**src/rtl/apb_slave_regfile.sv**
```systemverilog
// apb_slave_regfile: APB completer with a bank of NUM_REGS 32-bit word registers.
// Register 0 is a read-only ID. WAIT_CYCLES wait states precede pready.
// pslverr flags misaligned or out-of-range addresses.
// Optional macro APB_PSTRB_EN adds the pstrb port for byte-lane write strobes.
module apb_slave_regfile #(
    parameter int          ADDR_W      = 32,
    parameter int          NUM_REGS    = 8,
    parameter int          WAIT_CYCLES = 0,
    parameter logic [31:0] ID_VALUE    = 32'hA0B0_0001
) (
    input  logic              pclk,
    input  logic              preset,
    input  logic              psel,
    input  logic              penable,
    input  logic              pwrite,
    input  logic [ADDR_W-1:0] paddr,
    input  logic [31:0]       pwdata,
`ifdef APB_PSTRB_EN
    input  logic [3:0]        pstrb,
`endif
    output logic [31:0]       prdata,
    output logic              pready,
    output logic              pslverr
);

    localparam int IDX_W = (NUM_REGS > 1) ? $clog2(NUM_REGS) : 1;
    localparam logic [ADDR_W-3:0] REG_LIMIT = (ADDR_W-2)'(NUM_REGS);
    localparam logic [3:0] CNT_INIT = (WAIT_CYCLES == 0) ? 4'd0 : 4'(WAIT_CYCLES - 1);

    typedef enum logic [1:0] {S_IDLE, S_WAIT, S_RESP} state_t;

    state_t            r_state;
    state_t            w_state_nxt;
    logic [3:0]        r_cnt;
    logic [3:0]        w_cnt_nxt;
    logic [IDX_W-1:0]  r_idx;
    logic              r_err;
    logic              r_write;
    logic [31:0]       r_prdata;
    logic              r_pready;
    logic              r_pslverr;
    logic [31:0]       r_regs [NUM_REGS];

    logic [ADDR_W-3:0] w_idx_full;
    logic [IDX_W-1:0]  w_idx;
    logic              w_err;
    logic              w_latch;
    logic              w_enter_resp;
    logic              w_done;
    logic [IDX_W-1:0]  w_cur_idx;
    logic              w_cur_err;
    logic              w_cur_write;
    logic [31:0]       w_wmask;
    logic              w_commit;

    // Address decode of the current bus address (used only at the setup edge).
    always_comb begin
        w_idx_full = paddr[ADDR_W-1:2];
        w_idx      = w_idx_full[IDX_W-1:0];
        w_err      = (paddr[1:0] != 2'b00) || (w_idx_full >= REG_LIMIT);
    end

    // Byte-lane write mask: strobe-driven when enabled, otherwise full word.
`ifdef APB_PSTRB_EN
    always_comb begin
        w_wmask = {{8{pstrb[3]}}, {8{pstrb[2]}}, {8{pstrb[1]}}, {8{pstrb[0]}}};
    end
`else
    always_comb begin
        w_wmask = '1;
    end
`endif

    // Next-state and control decode for the IDLE/WAIT/RESP handshake.
    always_comb begin
        w_state_nxt  = r_state;
        w_cnt_nxt    = r_cnt;
        w_latch      = 1'b0;
        w_enter_resp = 1'b0;
        w_done       = 1'b0;
        case (r_state)
            S_IDLE: begin
                if (psel && !penable) begin
                    w_latch = 1'b1;
                    if (WAIT_CYCLES == 0) begin
                        w_state_nxt  = S_RESP;
                        w_enter_resp = 1'b1;
                    end else begin
                        w_state_nxt = S_WAIT;
                        w_cnt_nxt   = CNT_INIT;
                    end
                end
            end
            S_WAIT: begin
                if (!psel) begin
                    // master abort: drop the transfer, nothing is committed
                    w_state_nxt = S_IDLE;
                end else if (penable) begin
                    if (r_cnt == 4'd0) begin
                        w_state_nxt  = S_RESP;
                        w_enter_resp = 1'b1;
                    end else begin
                        w_cnt_nxt = r_cnt - 4'd1;
                    end
                end
            end
            S_RESP: begin
                w_state_nxt = S_IDLE;
                w_done      = 1'b1;
            end
            default: w_state_nxt = S_IDLE;
        endcase
    end

    // With zero wait states RESP is entered on the setup edge itself, so the
    // response must use the live decode instead of the not-yet-latched one.
    always_comb begin
        w_cur_idx   = w_latch ? w_idx  : r_idx;
        w_cur_err   = w_latch ? w_err  : r_err;
        w_cur_write = w_latch ? pwrite : r_write;
        w_commit    = w_done && r_write && !r_err && (r_idx != '0);
    end

    // State, wait counter and setup-phase latches.
    always_ff @(posedge pclk or posedge preset) begin
        if (preset) begin
            r_state <= S_IDLE;
            r_cnt   <= 4'd0;
            r_idx   <= '0;
            r_err   <= 1'b0;
            r_write <= 1'b0;
        end else begin
            r_state <= w_state_nxt;
            r_cnt   <= w_cnt_nxt;
            if (w_latch) begin
                r_idx   <= w_idx;
                r_err   <= w_err;
                r_write <= pwrite;
            end
        end
    end

    // Registered response: pready/pslverr for one cycle, prdata only on reads.
    always_ff @(posedge pclk or posedge preset) begin
        if (preset) begin
            r_pready  <= 1'b0;
            r_pslverr <= 1'b0;
            r_prdata  <= '0;
        end else if (w_enter_resp) begin
            r_pready  <= 1'b1;
            r_pslverr <= w_cur_err;
            if (!w_cur_write) begin
                r_prdata <= w_cur_err          ? 32'd0    :
                            (w_cur_idx == '0)  ? ID_VALUE :
                                                 r_regs[w_cur_idx];
            end
        end else if (w_done) begin
            r_pready  <= 1'b0;
            r_pslverr <= 1'b0;
        end
    end

    // Register bank; writes land on the completing edge with pwdata sampled there.
    always_ff @(posedge pclk or posedge preset) begin
        if (preset) begin
            for (int i = 0; i < NUM_REGS; i++) r_regs[i] <= '0;
        end else if (w_commit) begin
            r_regs[r_idx] <= (r_regs[r_idx] & ~w_wmask) | (pwdata & w_wmask);
        end
    end

    assign prdata  = r_prdata;
    assign pready  = r_pready;
    assign pslverr = r_pslverr;

endmodule

```
**config.mk**
```make
export PLATFORM = sky130hd
export DESIGN_NAME = apb_slave_regfile
export DESIGN_NICKNAME = d
export VERILOG_FILES = /design/src/rtl/apb_slave_regfile.sv
export SDC_FILE = /design/constraint.sdc
export NUM_CORES = 1
export LEC_CHECK = 0
export ABC_CLOCK_PERIOD_IN_PS = 12500
export CAP_MARGIN = 40
export CORE_MARGIN = 3
export CORE_UTILIZATION = 58
export CTS_CLUSTER_SIZE = 14
export DETAILED_ROUTE_END_ITERATION = 12
export PLACE_DENSITY = 0.82
export SYNTH_ARGS = -nofsm -noshare
export SYNTH_HDL_FRONTEND = slang
export SYNTH_SLANG_ARGS = --single-unit
```
**constraint.sdc**
```tcl
create_clock -name pclk -period 12.5 [get_ports pclk]
set_clock_uncertainty 0.1 [all_clocks]
set_input_delay 2.5 -clock pclk [delete_from_list [all_inputs] [get_ports pclk]]
set_output_delay 2.5 -clock pclk [all_outputs]
set_load 0.05 [all_outputs]
```
# ---- Word-level counts from Yosys, hierarchy flattened
# Index checks and enable logic that the tools add are counted.
dict set report totals {
  reg_bits 301
  inputBits 69
  out_inout_bits 34
  word_cells 73
}
dict set report op_classes {
  addsub 1
  magnitude_cmp 4
  eq_ne 5
  n_mux 26
  n_bitwise 4
  reduce_logical 17
}
# cell count
set ops {}
lappend ops {{bitwise mux 256 bit} 1}
lappend ops {{2-to-1 mux 32 bit} 5}
lappend ops {{binary-select mux 32 bit (select 3 bit)} 1}
lappend ops {{demux 32 bit (select 3 bit)} 1}
lappend ops {{greater-or-equal comparator 30 x 4 -> 1 bit (second input constant)} 1}
lappend ops {{2-to-1 mux 1 bit} 11}
lappend ops {{greater-or-equal comparator 4 bit (second input constant)} 2}
lappend ops {{2-to-1 mux 2 bit} 4}
lappend ops {{inverter 3 -> 4 bit} 2}
lappend ops {{inequality test 3 bit (second input constant)} 2}
lappend ops {{logical AND 1 bit} 5}
lappend ops {{zero test 4 bit} 1}
lappend ops {{less-than comparator 4 x 1 -> 1 bit (second input constant)} 1}
lappend ops {{one-hot mux 2 bit (2 select lines)} 1}
lappend ops {{AND reduction 4 bit} 1}
lappend ops {{nonzero test 2 bit} 2}
lappend ops {{subtractor 4 x 1 -> 4 bit (second input constant)} 1}
lappend ops {{zero test 3 bit} 1}
lappend ops {{2-to-1 mux 3 bit} 1}
lappend ops {{AND reduction 3 bit} 1}
lappend ops {{nonzero test 3 bit} 1}
lappend ops {{== test 2 x 1 -> 1 bit (second input constant)} 1}
lappend ops {{== test 2 bit (second input constant)} 1}
lappend ops {{zero test 1 bit} 2}
lappend ops {{6 further kinds} 7}

# ---- Logic depth before layout (Yosys ltp)
# Gate-level depths: netlist of run 1.
dict set report depth {
  ltp_word 11
  depth_mapped 11
}

# ---- Worst setup path after synthesis of run 1
# No wires, ideal clock.
dict set report synth_timing {
  path_kind {input-to-reg}
  start {in penable}
  end {reg r_prdata[10], in the netlist prdata[10]}
  setup_ns 0.122
  arrival_time_ns 4.390
  t_required_ns 12.278
  setup_slack_ns 7.889
  path_stages 10
  n_path_buf 3
  path_cell_list {or3b_1 -> buf_6 -> inv_2 -> buf_8 -> mux2i_4 -> inv_4 -> nor2_4 -> buf_2 -> a32oi_1 -> a32o_1}
}
dict set report synth_via {
  elab_chain_len 11
  elab_cells_between_ends 19
  classes_between {mux (13); bitwise (2); reduce/logical (4)}
}
# element line
set synth_rtl {}
lappend synth_rtl {{from (decl)} 14} ;# input logic penable,
lappend synth_rtl {{zero test 1 bit (*)} 83} ;# if (psel && !penable) begin
lappend synth_rtl {{logical AND 1 bit (*)} 83}
lappend synth_rtl {{2-to-1 mux 1 bit (*)} 83}
lappend synth_rtl {{2-to-1 mux 1 bit (*)} 81} ;# case (r_state)
lappend synth_rtl {{2-to-1 mux 3 bit (*)} n/a}
lappend synth_rtl {{named net w_cur_idx[1]} 50} ;# logic [IDX_W-1:0] w_cur_idx;
lappend synth_rtl {{inverter 3 -> 4 bit (not written as such)} 155} ;# r_regs[w_cur_idx];
lappend synth_rtl {{binary-select mux 32 bit (select 3 bit)} 155}
lappend synth_rtl {{2-to-1 mux 32 bit (not written as such) (2 in a row)} 155}
lappend synth_rtl {{2-to-1 mux 32 bit (*)} 154} ;# (w_cur_idx == '0) ? ID_VALUE :
lappend synth_rtl {{2-to-1 mux 32 bit (*)} 153} ;# r_prdata <= w_cur_err ? 32'd0 :
lappend synth_rtl {{to (signal assigned)} 153}
lappend synth_rtl {{to (decl)} 39} ;# logic [31:0] r_prdata;
# Mark *: on every way through the listed nets, which the timed path passes. The rest lies on a longest branch. The select of a mux whose other input is x is not followed.
# A chain may end at the register's enable or synchronous reset.

# ---- Final worst setup path of run 1
dict set report layout_timing {
  start {in psel}
  end {reg r_prdata[31], in the netlist prdata[31]}
}
dict set report layout_via {
  elab_chain_len 10
  elab_cells_between_ends 17
  classes_between {mux (12); bitwise (2); reduce/logical (3)}
}
# element line
set layout_rtl {}
lappend layout_rtl {{from (decl)} 13} ;# input logic psel,
lappend layout_rtl {{logical AND 1 bit} 83}
lappend layout_rtl {{2-to-1 mux 1 bit} 83}
lappend layout_rtl {{2-to-1 mux 1 bit} 81}
lappend layout_rtl {{2-to-1 mux 3 bit} n/a}
lappend layout_rtl {{inverter 3 -> 4 bit (not written as such)} 155}
lappend layout_rtl {{binary-select mux 32 bit (select 3 bit)} 155}
lappend layout_rtl {{2-to-1 mux 32 bit (not written as such) (2 in a row)} 155}
lappend layout_rtl {{2-to-1 mux 32 bit} 154}
lappend layout_rtl {{2-to-1 mux 32 bit} 153}
# Parallel ways exist; a longest one is shown, timed or not. The select of a mux whose other input is x is not followed.

==> results of run 1 <==
cell families (layout without fill, tap and decap cells):
group / Yosys count / count (layout)
AOI/OAI and AO/OA: 130 / 130
buffers and inverters: 101 / 186
DFF: 290 / 290
muxes: 285 / 285
and+or+nand+nor: 173 / 173
per-layer routing:
metal	global-route usage	wire [um]	up-vias
met3	0.0372	1420	53
met1	0.335	12600	4300
li1	-	-	3692
met4	0.0627	666	0
met2	0.410	14500	245
met5	0	0	-
layout make-up:
type / count / area [um2] / area share
inverters: 11 / 57.6 / 0.00384
flip-flops and latches: 290 / 7260 / 0.484
multi-input cells: 588 / 5080 / 0.339
repair buffers: 123 / 1290 / 0.0862
clock inverters: 14 / 148 / 0.00985
clock buffers: 38 / 800 / 0.0534
well taps: 275 / 344 / 0.0230
registers in the layout (all words and copies together) (netlist names), named ones only:
name     flops
r_idx        3
pready       1
r_write      1
r_regs     250
prdata      32
r_state      1
pslverr      1
metrics by stage:
stage                     hold slack, ns  setup slack (ns)  utilization  std cells  cell area [um2]
after CTS                          0.280              6.46        0.702       1339            15000
after global routing               0.288              6.23        0.702       1339            15000
after floorplan                    0.329              1.89            -        979            12800
after global placement             0.264              5.93        0.650       1280            13900
final                              0.275              6.37        0.702       1339            15000
after detailed placement           0.267              5.88        0.657       1287            14000
path summary, 6_finish.rpt:
check | endpoint
min reg2reg | r_regs[250]
max | prdata[31]
min in group asynchronous | r_regs[4]
max reg2reg | prdata[31]
min | r_regs[250]
max in group asynchronous | r_regs[85]
power groups by stage:
stage | Sequential [mW] | Clock [mW] | Combinational, mW
global placement | 1.16 | 0 | 0.393
floorplan | 1.14 | 0 | 0.316
global route | 1.17 | 0.914 | 0.453
CTS | 1.15 | 0.872 | 0.417
detailed placement | 1.17 | 0 | 0.414
finish | 1.15 | 0.858 | 0.416
cell usage in the layout, fill, tap and decap left out, drive strengths merged:
master / synthesis / final
nand4: 1 / 1
a32o: 26 / 26
nand3: 1 / 1
bufinv: 0 / 3
clkdlybuf4s50: 0 / 102
inv: 11 / 10
nor4bb: 1 / 1
o211ai: 6 / 6
nor3: 3 / 3
o221ai: 6 / 6
o21ai: 7 / 7
nand3b: 2 / 2
dfrtp: 290 / 290
nor4: 8 / 8
mux2: 224 / 224
a211oi: 13 / 13
clkbuf: 57 / 38
or3b: 1 / 1
buf: 33 / 21
clkinv: 0 / 11
nand2b: 13 / 13
nor2: 10 / 10
or4b: 1 / 1
a22o: 6 / 6
a32oi: 52 / 52
a21boi: 1 / 1
nor3b: 2 / 2
clkinvlp: 0 / 1
a21oi: 13 / 13
nand2: 126 / 126
nor2b: 3 / 3
mux2i: 61 / 61
or3: 1 / 1
critical path: cells and delay by family:
family          cells  cell delay, ns
compound gates      2            0.38
simple gates        2            0.99
buf+inv             5            2.24
mux                 1            0.27
==> run metrics, run 1 <==
Sequential Power Share=0.475; setup bufs post-CTS=0; Core ar.=roughly 21000 um2; max_cap viols=0; total chip power=between 2 and 2.5 mW; Sw Pwr=0.638 mW; htree depth=1; adder-cell share of the synthesized area=0; XOR/XNOR Fraction of Synth Area=0; synth-to-layout area growth=16.9%; Final period util=0.490; routed wire length per instance=21.9 um; RSZ-0062 raised after global routing=false; highest clock rate=0.163 GHz; antenna violations before repair=0; largest cells by area after synthesis=dfrtp_1 (57%), mux2_2 (19%), mux2i_1 (4.6%); layout cells sized above 1=0.282; clk sinks=290; Slew @ Worst Pin=between 0.9 and 1 ns; P_int=between 1.5 and 2 mW; Static Leak=about 6.7 nW; PD cells=~160 nW/um2; CTS tree=yes; CTS buffer count=28; CTS root buf=clkbuf_16; critical path class=in2reg; Nets=~1100; worst reg2reg setup slack=8.39 ns; most common cell in the netlist=dfrtp_1; Filler cells=1427; max incr delay on CP=0.70 ns; Hold Crit Start=r_regs[250]; final WL=between 20 and 30 mm; Slew Viols, Final=0; Synthesized Nets=roughly 1000; Clock Path Buffers=3; FF-to-FF Start=r_state[1]; gr usage total=0.243; Hold Path Depth=0; port bufs=102; Seq/Total Area, Yosys=0.566; PostCTS Resize Cnt=0; initial core utilization=0.600; most used flip-flop cell after synthesis=dfrtp_1; Critical path origin=psel; first-pass GRT wire length=46.8 mm; die width=roughly 150 um; Required @ worst endpoint=between 10 and 15 ns; Clock Power Share=0.353; switch share=0.263; Synth area leader=dfrtp_1; slew margin rel.=0.383; Post-Synth Simple-Gate Area=0.0629; HPWL after DPL=17.7 mm; outcome=finished clean; largest family of logic cells by synthesized area=multiplexers; top cells by count, synth=dfrtp_1 (290), mux2_2 (211), nand2_1 (126); DIE AREA=23900 um2; syn_area_per_cell=approximately 13 um2; cell row count=53; Post-Route Setup TNS=0 ns; share of the synthesized area in the top cell type=0.566; Yosys reg bits=slightly below 300; crit end category=register; Pre-antenna DRT Iters=5; Final Setup Violations=0; violation count after the first detailed-route iteration=a little under 500; slowest CP cell=or3b_1; ant diodes=0; post-synthesis compound-gate area fraction=0.0853; multiplexer share of the synthesized area=0.246; Post-Synthesis Cell Area=around 13000 um2; Worst R2R Path Depth=9; min cycle time layout=a little over 6 ns; Fin. Hold Viols=0; asr flop ratio synth=1.00; maximum fanout count along the critical path=62; drt drc=0; logic gate share of total power=0.171; largest net degree at the start of global routing=100; crit path DAT=about 6.4 ns; vias in the first global route=8572; Post-Synthesis Cells=roughly 1000; Vias/cell=slightly above 6; GP Congestion=just over 0.8; Skew-Pair Late Insertion Delay=between 0.5 and 0.6 ns; grt ovf=0; Most common cell on crit path=buf_4; DRT antenna net count=0; Worst-path clk slew=0.06 ns; CP Cell Sequence=clkdlybuf4s50_1 -> or3b_1 -> inv_2 -> mux2i_4 -> buf_4 -> clkinv_2 -> buf_4 -> nand2_1 -> o221ai_1 -> a22o_1; Hold WC Path Type=reg2reg; Setup crit start kind=primary input; io pins=103; routed via count=~8300; Die H=about 150 um; yosys warns=0; CTS Hold Bufs=0; Netlist cell types=42; number of synthesized flops with an enable pin=0; IR Drop Worst-Case VDD=~120 uV
Power figures use the tool's default switching activity.
==> run 2: changes to the inputs <==
--- a/config.mk
+++ b/config.mk
@@ -5,7 +5,7 @@
 export SDC_FILE = /design/constraint.sdc
 export NUM_CORES = 1
 export LEC_CHECK = 0
-export ABC_CLOCK_PERIOD_IN_PS = 12500
+export ABC_CLOCK_PERIOD_IN_PS = 6100
 export CAP_MARGIN = 40
 export CORE_MARGIN = 3
 export CORE_UTILIZATION = 58
==> constraint.sdc (replaced) <==
create_clock -name pclk -period 6.1 [get_ports pclk]
set_clock_uncertainty 0.1 [all_clocks]
set_input_delay 1.22 -clock pclk [delete_from_list [all_inputs] [get_ports pclk]]
set_output_delay 1.22 -clock pclk [all_outputs]
set_load 0.05 [all_outputs]
==> run metrics, run 2 (synthesized netlist as in run 1, its figures left out) <==
first-pass GRT wire length=47.7 mm; P_int=between 3 and 4 mW; most common cell after layout, fill and taps aside=dfrtp_1; die width=approximately 150 um; placed insts=~1300; max reg flops=250; clk sinks=between 200 and 300; Pre-antenna DRT Iters=5; initial core utilization=0.600; Worst-path clk slew=0.06 ns; crit end category=register; WHS=0.277 ns; worst path buffer plus inverter count=5; Die H=~150 um; Required @ worst endpoint=6.41 ns; largest net degree at the start of global routing=roughly 180; worst slack, placed=roughly 1.2 ns; multi-input combinational cell area=~5100 um2; CTS buffer count=29; DIE AREA=around 24000 um2; Clock Path Buffers=3; antenna violations before repair=1; Post-Route Setup TNS=0 ns; PD cells=337 nW/um2; Sequential Power Share=0.471; maximum fanout count along the critical path=between 50 and 60; Skew-Pair Late Insertion Delay=between 0.5 and 0.6 ns; htree depth=1; routed wire length per instance=22.2 um; Hold Crit Start=r_regs[249]; Nets=around 1100; HPWL after DPL=17.6 mm; grt ovf=0; Most common cell on crit path=buf_4; Static Leak=around 6.7 nW; Hold Path Depth=0; top cell family by delay on the critical path=buffers and inverters; layout cells sized above 1=0.280; FF-to-FF Start=r_state[1]; worst reg2reg setup slack=approximately 2.4 ns; register area=7260 um2; routed via count=approximately 8400; reg-to-reg endpoint=prdata[10]; synth-to-layout area growth=16.7%; Setup crit start kind=primary input; drt drc=0; Slew @ Worst Pin=just under 1 ns; Placed Area=approximately 14000 um2; CTS Hold Bufs=0; min cycle time layout=approximately 4.4 ns; max incr delay on CP=slightly below 0.6 ns; highest clock rate=between 0.2 and 0.25 GHz; DRT antenna net count=0; final WL=29.7 mm; Final period util=0.720; logic gate share of total power=0.169; Vias/cell=roughly 6.2; slew margin rel.=0.338; most frequent cells in the layout=dfrtp_1 (290), mux2_2 (211), nand2_1 (126); violation count after the first detailed-route iteration=612; CTS tree=yes; Final Cell Area=between 10000 and 15000 um2; vias in the first global route=8675; Final WS setup=roughly 1.7 ns; PostCTS Resize Cnt=0; Core ar.=between 20000 and 25000 um2; outcome=finished clean; Hold WC Path Type=reg2reg; Sw Pwr=1.32 mW; slowest CP cell=buf_4; port bufs=between 100 and 150; CP Cell Sequence=clkdlybuf4s50_1 -> or3b_1 -> buf_4 -> inv_2 -> mux2i_4 -> buf_4 -> buf_4 -> mux2i_1 -> a32oi_1 -> a32o_1; non-filler cells, final=around 1300; io pins=103; cell row count=53; IR Drop Worst-Case VDD=between 200 and 300 uV; Hold Path End=r_regs[249]; Final Setup Violations=0; critical path class=in2reg; Slew Viols, Final=0; setup bufs post-CTS=0; max_cap viols=0; register bank with the most flops=r_regs; Fin. Hold Viols=0; GP Congestion=~0.84; Worst R2R Path Depth=9; RSZ-0062 raised after global routing=false; Filler cells=roughly 1500; crit path DAT=about 4.7 ns; CTS root buf=clkbuf_16; Clock Power Share=0.361; gr usage total=0.249; switch share=0.261
run 2: cell types whose count changed in the layout (fill, tap and decap cells not counted):
| cell | delta |
|---|---|
| clkinv_2 | -6 |
| buf_16 | -4 |
| clkbuf_8 | +5 |
| buf_6 | +1 |
| inv_8 | -1 |
| buf_12 | +2 |
| clkbuf_1 | +1 |
| diode_2 | +1 |
run 2: worst register-to-register path, cell delays in order (launching register included):
cell	delay, ns
dfrtp_1	0.44
or3b_1	0.37
buf_4	0.21
inv_2	0.25
mux2i_4	0.30
buf_4	0.58
buf_4	0.58
mux2i_1	0.32
a32oi_1	0.09
a32o_1	0.32
run 2: through the flow:
stage           util  power (mW)
6_report       0.700        5.03
5_1_grt        0.700        5.26
4_1_cts        0.700        5.06
3_5_place_dp   0.654        3.24
3_3_place_gp   0.651        3.19
2_1_floorplan      -        2.99
run 2: how the worst max path moves through the flow:
stage	start	endpoint	slack, ns	cells after the start
after global routing	psel	prdata[10]	1.58	10
final	psel	prdata[10]	1.71	10
after floorplan	preset	asynchronous set/reset pin	0.93	1
after global placement	psel	prdata[4]	1.32	10
after detailed placement	psel	prdata[10]	1.22	10
after CTS	psel	prdata[10]	1.75	10
run 2: routing by layer:
metal,GRT usage,vias up,wire [um]
li1,-,3668,-
met1,0.348,4388,13000
met2,0.415,250,14600
met3,0.0350,48,1620
met4,0.0639,0,586
met5,0,-,0
run 2: power groups by stage:
stage	registers, mW	clock network, mW	logic (mW)
6_report	2.37	1.82	0.849
5_1_grt	2.40	1.93	0.930
4_1_cts	2.36	1.84	0.855
3_5_place_dp	2.39	0	0.844
3_3_place_gp	2.38	0	0.813
2_1_floorplan	2.35	0	0.649
run 2: layout make-up:
type / count / share of cell area
well taps: 275 / 0.0230
multi-input cells: 588 / 0.340
flip-flops and latches: 290 / 0.485
diodes: 1 / 0.000167
clock buffers: 44 / 0.0583
inverters: 11 / 0.00360
clock inverters: 7 / 0.00736
repair buffers: 122 / 0.0824
